==> config.mk <==
export PLATFORM = sky130hd
export DESIGN_NAME = run_length_detector_flat
export DESIGN_NICKNAME = d
export VERILOG_FILES = /design/src/rtl/run_length_detector_if.sv /design/src/rtl/run_length_detector.sv /design/src/flat_wrapper.sv
export SDC_FILE = /design/constraint.sdc
export NUM_CORES = 1
export LEC_CHECK = 0
export CAP_MARGIN = 20
export CORE_ASPECT_RATIO = 1.1
export CORE_MARGIN = 1.5
export CORE_UTILIZATION = 51
export CTS_CLUSTER_DIAMETER = 120
export CTS_CLUSTER_SIZE = 16
export DETAILED_ROUTE_END_ITERATION = 7
export PLACE_DENSITY = 0.87
export SLEW_MARGIN = 10
export SYNTH_ARGS = -nofsm -noshare
export SYNTH_HDL_FRONTEND = slang
export SYNTH_SLANG_ARGS = --single-unit
==> constraint.sdc <==
create_clock -name clk -period 5.5 [get_ports clk]
set_input_delay 0.825 -clock clk [delete_from_list [all_inputs] [get_ports clk]]
set_output_delay 0.825 -clock clk [all_outputs]
set_load 0.01 [all_outputs]
==> src/rtl/run_length_detector_if.sv <==
// Bundle between the serial front end and the run detector.
// Inputs are sample controls; outputs are detection status.
interface run_length_detector_if #(
  parameter int RUN_LEN = 4,
  parameter int CNT_W   = 8
);
  localparam int RW = $clog2(RUN_LEN + 1);

  logic             en;
  logic             w;
  logic [1:0]       mode;
  logic             z;
  logic             z_pol;
  logic [RW-1:0]    run_cnt;
  logic [CNT_W-1:0] det_cnt;
  logic [RW+1:0]    y;

  modport master (
    output en, w, mode,
    input  z, z_pol, run_cnt, det_cnt, y
  );

  modport slave (
    input  en, w, mode,
    output z, z_pol, run_cnt, det_cnt, y
  );
endinterface

==> src/rtl/run_length_detector.sv <==
// Flags RUN_LEN identical consecutive samples of a serial bit.
// Level or one-clock pulse indication, with a wrapping event count.
module run_length_detector #(
  parameter int RUN_LEN = 4,
  parameter int CNT_W   = 8
) (
  input logic                  clk,
  input logic                  aclr,
  run_length_detector_if.slave bus
);
  localparam int RW = $clog2(RUN_LEN + 1);

  localparam logic [RW-1:0]    FULL    = RW'(RUN_LEN);
  localparam logic [RW-1:0]    NEAR    = RW'(RUN_LEN - 1);
  localparam logic [RW-1:0]    ONE     = RW'(1);
  localparam logic [CNT_W-1:0] DET_ONE = CNT_W'(1);

  logic             started_q, started_d;
  logic             last_q, last_d;
  logic             hit_q, hit_d;
  logic [RW-1:0]    run_q, run_d;
  logic [CNT_W-1:0] det_q, det_d;
  logic             full;

  // State register; reset discards any run in progress.
  always_ff @(posedge clk) begin
    if (aclr) begin
      started_q <= 1'b0;
      last_q    <= 1'b0;
      hit_q     <= 1'b0;
      run_q     <= '0;
      det_q     <= '0;
    end else begin
      started_q <= started_d;
      last_q    <= last_d;
      hit_q     <= hit_d;
      run_q     <= run_d;
      det_q     <= det_d;
    end
  end

  // Next state: restart on a new polarity, otherwise extend and saturate.
  // A detection is only the step from RUN_LEN-1 to RUN_LEN.
  always_comb begin
    started_d = started_q;
    last_d    = last_q;
    run_d     = run_q;
    det_d     = det_q;
    hit_d     = 1'b0;
    if (bus.en) begin
      if (!started_q || (bus.w != last_q)) begin
        started_d = 1'b1;
        last_d    = bus.w;
        run_d     = ONE;
      end else if (run_q != FULL) begin
        run_d = run_q + ONE;
      end
      hit_d = (run_q == NEAR) && (run_d == FULL);
      if (hit_d) begin
        det_d = det_q + DET_ONE;
      end
    end
  end

  // Outputs depend only on registers and mode, never on w.
  always_comb begin
    full = (run_q == FULL);
    bus.z = 1'b0;
    unique case (bus.mode)
      2'b00:   bus.z = full;
      2'b01:   bus.z = full & ~last_q;
      2'b10:   bus.z = full & last_q;
      2'b11:   bus.z = hit_q;
      default: bus.z = 1'b0;
    endcase
  end

  assign bus.z_pol   = last_q & started_q;
  assign bus.run_cnt = run_q;
  assign bus.det_cnt = det_q;
  assign bus.y       = {started_q, last_q, run_q};
endmodule

==> src/flat_wrapper.sv <==
// flat-port wrapper written by rule: the top's interface ports become plain ports
module run_length_detector_flat 
#(
  parameter int RUN_LEN = 4,
  parameter int CNT_W   = 8
)
  (clk, aclr, bus_en, bus_w, bus_mode, bus_z, bus_z_pol, bus_run_cnt, bus_det_cnt, bus_y);
  run_length_detector_if #(.RUN_LEN(RUN_LEN), .CNT_W(CNT_W)) bus_i ();
  input logic clk;
  input logic aclr;
  input wire logic [$bits(bus_i.en)-1:0] bus_en;
  input wire logic [$bits(bus_i.w)-1:0] bus_w;
  input wire logic [$bits(bus_i.mode)-1:0] bus_mode;
  output wire logic [$bits(bus_i.z)-1:0] bus_z;
  output wire logic [$bits(bus_i.z_pol)-1:0] bus_z_pol;
  output wire logic [$bits(bus_i.run_cnt)-1:0] bus_run_cnt;
  output wire logic [$bits(bus_i.det_cnt)-1:0] bus_det_cnt;
  output wire logic [$bits(bus_i.y)-1:0] bus_y;
  assign bus_i.en = bus_en;
  assign bus_i.w = bus_w;
  assign bus_i.mode = bus_mode;
  assign bus_z = bus_i.z;
  assign bus_z_pol = bus_i.z_pol;
  assign bus_run_cnt = bus_i.run_cnt;
  assign bus_det_cnt = bus_i.det_cnt;
  assign bus_y = bus_i.y;
  run_length_detector #(.RUN_LEN(RUN_LEN), .CNT_W(CNT_W)) u_core (.clk(clk), .aclr(aclr), .bus(bus_i));
endmodule
==> results_dict.tcl, run 1 <==
set metrics [dict create \
    status "completed" \
    sequential_fraction_of_the_synthesis_area_pct 30.8 \
    final_routed_wirelength_mm 1.80 \
    count_of_routing_violations_after_the_opening_detailed_route_iteration 14 \
    worst_hold_startpoint "u_core.started_q" \
    initial_utilization_pct 56.4 \
    floorplan.die.height_um 47.3 \
    synthToLayoutAreaGrowth_pct 24.7 \
    finalMaxSlewViolations 0 \
    timing.hold.worst.class "reg2reg" \
    grt_pass1_vias 648 \
    combinational_family_with_the_most_area_after_synthesis "simple AND/OR/NAND/NOR gates" \
    antenna_found_initial 0 \
    clock_tree.buffer_depth 2 \
    yosys-mux-area-fraction_pct 11.3 \
    grt_remaining_overflow 0 \
    timing.slew.headroom_pct 55.0 \
    hold_viol 0 \
    syn_area_per_cell_sq_um 8.93 \
    detail_route_antenna_nets 0 \
    cts-resized-gates 0 \
    setup_viol 0 \
    cts.hold.buffers_added 0 \
    detailedRoute.firstPassIterationCount 4 \
    leakage_component_of_the_power_nw 0.456 \
    synthesis.yosys.warnings 0 \
    grt_max_degree 21 \
    die_x_um 43.3 \
    crit_start "bus_mode[0]" \
    drt-vias-per-instance 5.90 \
    cp_max_fo 2 \
    synth_compound_gate_area_share_pct 9.62 \
    finClkSkew_ps 5.81 \
    postSynthRegisterBits 14 \
    placedCellCount 134 \
    post-cts-setup-buffer-count 0 \
    yosysUniqueCellTypes 32 \
    finalSetupTns_ps 0 \
    yosys.area_share.xor_xnor_pct 2.75 \
    crit_required_ps 4680 \
    clock_tree.root_cell "clkbuf_4" \
    cts.sinks 14 \
    share_of_synthesized_cell_area_in_full_adder_half_adder_and_majority_cells_pct 9.62 \
    final_layout_size_suffix_gt1_share_pct 8.26 \
    critical_path.reg2reg.startpoint "u_core.bus.run_cnt[0]" \
    design.core.area_sq_um 1610 \
    power.density_cell_area_nw_per_um2 184 \
    post_synth_and_or_nand_nor_area_fraction_pct 26.6 \
    cp_data_arrival_time_ps 2500 \
    syn-instance-count 102 \
    worstSetupPathType "in2out" \
    routabilityCongestion 0.753 \
    num_vias 814 \
    synth_area_sq_um 911 \
    groute.usage.overall_pct 17.8 \
    timing_worst_slew_pin_value_ps 673 \
    grt_setup_unrepaired "false" \
    finalWorstPathRequiredPeriod_ps 3320 \
    dp_hpwl_mm 1.32 \
    floorplan.rows 15 \
    clk_transition_reported_paths_ps 90 \
    antenna_diode_count 0 \
    grt_first_pass_wirelength_mm 2.75 \
    drv_cap 0 \
    tritoncts.num_buffers 3 \
    peak_ir_drop_on_the_vdd_network_uv 127 \
    die_area_sq_um 2050 \
    peak_freq_mhz 301 \
    layout_commonest_cell "clkdlybuf4s50_1" \
    tritoncts "built" \
    timing.critical_path.from_type "primary input" \
    htreeDepth 1 \
    clk_latency_ps 280 \
    critPathCaptureType "output port" \
    layout.cells.most_common_list "clkdlybuf4s50_1, dfxtp_1, nor2_1, ha_1" \
    drcViolationCount 0 \
    routed_wire_length_per_instance_um 13.1 \
    net_count_after_synthesis 115 \
    port-buffer-count 23 \
    fin_worst_hold_slack_ps 563 \
    fin_nets 135 \
    final.period_utilization_pct 60.4 \
    fin_cells 138 \
    pin_count 24 \
]
-- critical path: stages --
cell and delay (ps):
clkdlybuf4s50_1 480, inv_1 60, ha_1 200, xnor2_1 150, a21oi_1 90, o22ai_1 140
clkdlybuf4s50_1 550
-- report_power, final --
| group | total, mW | switching (mW) | internal (mW) |
|---|---|---|---|
| sequential | 0.106 | 0.00328 | 0.103 |
| clock | 0.0753 | 0.0351 | 0.0403 |
| combinational | 0.0271 | 0.0133 | 0.0138 |
-- worst paths after layout --
kind,to,slack [ps],depth (start not counted)
setup reg to reg,u_core.bus.det_cnt[7],3260,6
hold reg to reg,u_core.started_q,560,2
setup / recovery,bus_z,2180,7
hold / removal,u_core.started_q,560,2
-- routing by layer --
metal / GRT usage [%] / part of all wire, %
met1: 20.8 / 45
met2: 31.9 / 49
met3: 2.31 / 5.0
met4: 9.70 / 1.2
met5: 0 / 0
-- registers in the layout (all words and copies together) (netlist names) --
signal / count
u_core.bus.det_cnt: 8
u_core.bus.run_cnt: 3
u_core.hit_q: 1
u_core.last_q: 1
u_core.started_q: 1
-- synth_stat cells --
cell type | instances | share of area (%)
clkbuf_8 | 1 | 1.5
buf_4 | 6 | 4.9
mux2i_1 | 2 | 2.2
a21bo_2 | 1 | 1.1
inv_1 | 6 | 2.5
nor4_1 | 6 | 4.1
a311oi_1 | 1 | 0.96
nor2b_1 | 6 | 4.1
and2_1 | 1 | 0.69
nand2b_1 | 1 | 0.69
and4_1 | 1 | 0.96
nand3_1 | 6 | 3.3
a31oi_1 | 1 | 0.69
nand3_2 | 2 | 2.2
nor2_1 | 10 | 4.1
mux2_4 | 1 | 1.6
nand4_1 | 3 | 2.1
and3_1 | 3 | 2.1
nand2_2 | 1 | 0.69
dfxtp_1 | 14 | 31
o22ai_1 | 1 | 0.69
nand2_1 | 2 | 0.82
xnor2_2 | 1 | 1.8
a21oi_1 | 5 | 2.7
o22a_1 | 1 | 0.96
ha_1 | 7 | 9.6
clkbuf_1 | 1 | 0.41
a21o_1 | 1 | 0.82
o31ai_1 | 2 | 1.6
xnor2_1 | 1 | 0.96
or4_1 | 1 | 0.82
mux2_1 | 6 | 7.4
-- cell type report --
| cell class | count | area [sq um] |
|---|---|---|
| multi-input combinational | 74 | 546 |
| tap | 17 | 21.3 |
| inverter | 6 | 22.5 |
| clock buffer | 4 | 36.3 |
| fill | 132 | 478 |
| timing repair buffer | 23 | 230 |
| sequential | 14 | 280 |
-- stage by stage --
stage,total power [mW],util [%],cell area [sq um],setup slack [ps]
global placement,0.135,68.1,1100,2230
finish,0.209,70.4,1140,2180
CTS,0.211,70.4,1140,2170
floorplan,0.127,-,911,3190
global route,0.217,70.4,1140,2060
detailed placement,0.136,68.1,1100,2170
-- cells by family (layout without fill, tap and decap cells) --
family	count (synthesis)	count (layout)
adder cells (fa/ha/maj)	7	7
multiplexers	9	9
buffers and inverters	14	33
flip-flops	14	14
AND/OR/NAND/NOR	43	43
AO/OA/AOI/OAI	13	13
XOR/XNOR	2	2
Note: power is estimated with default switching activity, not from simulation.
==> inputs of run 2 (changes only) <==
CORE_UTILIZATION = 47   (was 51)
PLACE_DENSITY = 0.82   (was 0.87)
clock period = 3.3 ns   (was 5.5 ns; I/O delays follow)
==> results_dict.tcl, run 2 (synthesis results as in run 1) <==
set metrics [dict create \
    crit_required_ps 2800 \
    grt_pass1_vias 737 \
    pin_count 24 \
    timing_worst_slew_pin_value_ps 677 \
    critical_path.top_delay_family "buffers and inverters" \
    grt_remaining_overflow 0 \
    power.density_cell_area_nw_per_um2 305 \
    critical_path.cell_chain "clkdlybuf4s50_1 -> inv_1 -> ha_1 -> xnor2_1 -> a21oi_1 -> o22ai_1 -> clkdlybuf4s50_1" \
    routed_wire_length_per_instance_um 13.1 \
    finClkSkew_ps 3.31 \
    cts-resized-gates 0 \
    largest_register_ff_count 8 \
    final_routed_wirelength_mm 1.82 \
    finalSetupTns_ps 0 \
    groute.usage.overall_pct 18.0 \
    htreeDepth 1 \
    clock_tree.buffer_depth 2 \
    leakage_component_of_the_power_nw 0.456 \
    tritoncts "built" \
    tritoncts.num_buffers 3 \
    antenna_found_initial 0 \
    cts.hold.buffers_added 0 \
    initial_utilization_pct 50.6 \
    num_vias 803 \
    capture_point_of_the_worst_reg_to_reg_path "u_core.bus.det_cnt[3]" \
    drt-vias-per-instance 5.78 \
    die_area_sq_um 2210 \
    setup_viol 0 \
    timing.hold.worst.class "reg2reg" \
    routabilityCongestion 0.811 \
    layout.cells.most_common_list "clkdlybuf4s50_1, dfxtp_1, nor2_1, ha_1" \
    antenna_diode_count 0 \
    cp_max_fo 2 \
    fin_cells 139 \
    timing.critical_path.from_type "primary input" \
    clk_latency_ps 280 \
    synthToLayoutAreaGrowth_pct 24.9 \
    hold_viol 0 \
    drcViolationCount 0 \
    finalWorstPathRequiredPeriod_ps 2690 \
    drv_cap 0 \
    fillers 165 \
    floorplan.rows 16 \
    worst_r2r_path_depth 6 \
    seqCellArea_sq_um 280 \
    cts.sinks 14 \
    dp_hpwl_mm 1.31 \
    count_of_routing_violations_after_the_opening_detailed_route_iteration 5 \
    grt_first_pass_wirelength_mm 3.04 \
    fin_total_pwr_uw 347 \
    timing.slew.headroom_pct 54.7 \
    final_layout_size_suffix_gt1_share_pct 8.26 \
    post-cts-setup-buffer-count 0 \
    floorplan.die.height_um 49.2 \
    worstSetupPathType "in2out" \
    multiInputGateArea_sq_um 546 \
    status "completed" \
    min_delay_worst_endpoint "u_core.bus.det_cnt[7]" \
    grt_max_degree 21 \
    layout_commonest_cell "clkdlybuf4s50_1" \
    critical-path-slowest-cell "clkdlybuf4s50_1" \
    cp_data_arrival_time_ps 2200 \
    critPathCaptureType "output port" \
    detailedRoute.firstPassIterationCount 4 \
    layout.core_utilization_pct 63.1 \
    finalMaxSlewViolations 0 \
    worst_hold_startpoint "u_core.bus.det_cnt[7]" \
    grt_setup_unrepaired "false" \
    final.period_utilization_pct 81.6 \
    peak_ir_drop_on_the_vdd_network_uv 250 \
    port-buffer-count 23 \
    design.core.area_sq_um 1800 \
    peak_freq_mhz 371 \
    placedCellCount 135 \
    critical_path.most_common_cell "clkdlybuf4s50_1" \
    max_stage_delay_ps 560 \
    worst_hold_path.num_cells 2 \
    die_x_um 45.0 \
    detail_route_antenna_nets 0 \
    reg2reg_setup_slack_ps 1090 \
    path_buf_inv 3 \
    clk_transition_reported_paths_ps 80 \
    critical_path.reg2reg.startpoint "u_core.bus.run_cnt[0]" \
    fin_nets 135 \
    clock_tree.root_cell "clkbuf_4" \
]
==> run 2: cell counts in the layout (fill, tap and decap cells not counted) <==
No cell type changed its count.
==> run 2: routing by layer <==
layer / GRT usage, % / vias to the layer above / wire, um
met1: 22.8 / 377 / 827
li1: - / 401 / -
met5: 0 / - / 0
met3: 2.22 / 2 / 91
met2: 30.0 / 23 / 885
met4: 7.35 / 0 / 17
==> run 2: worst max path at each step <==
stage / from / to / slack, ps / cells after the start
floorplan: u_core.bus.run_cnt[0] / u_core.bus.det_cnt[3] / 1230 / 6
global placement: bus_mode[0] / bus_z / 690 / 7
detailed placement: bus_mode[0] / bus_z / 610 / 7
CTS: bus_mode[0] / bus_z / 610 / 7
global route: bus_mode[0] / bus_z / 510 / 7
finish: bus_mode[0] / bus_z / 610 / 7
==> run 2: area by class of cell <==
type,instances,area share [%]
Clock buffer,4,3.19
Inverter,6,1.98
Multi-Input combinational cell,74,48.0
Sequential cell,14,24.6
Tap cell,18,1.98
Timing Repair Buffer,23,20.2
==> run 2: per-stage QoR <==
| step | hold slack, ps | setup slack, ps | cell area (sq um) |
|---|---|---|---|
| after global routing | 576 | 511 | 1140 |
| after floorplan | 510 | 1230 | 911 |
| after global placement | 535 | 686 | 1100 |
| after CTS | 565 | 606 | 1140 |
| after detailed placement | 542 | 609 | 1100 |
| final | 567 | 607 | 1140 |
==> run 2: worst min-delay path, cell delays in order (launching register included) <==
cell and delay (ps):
dfxtp_1 330, nor2_1 90, mux2_1 120
==> run 2: report_power, final <==
part           switching, mW  total [mW]  internal [mW]
Combinational         0.0222      0.0453         0.0231
Clock                 0.0577       0.125         0.0671
Sequential           0.00524       0.177          0.172
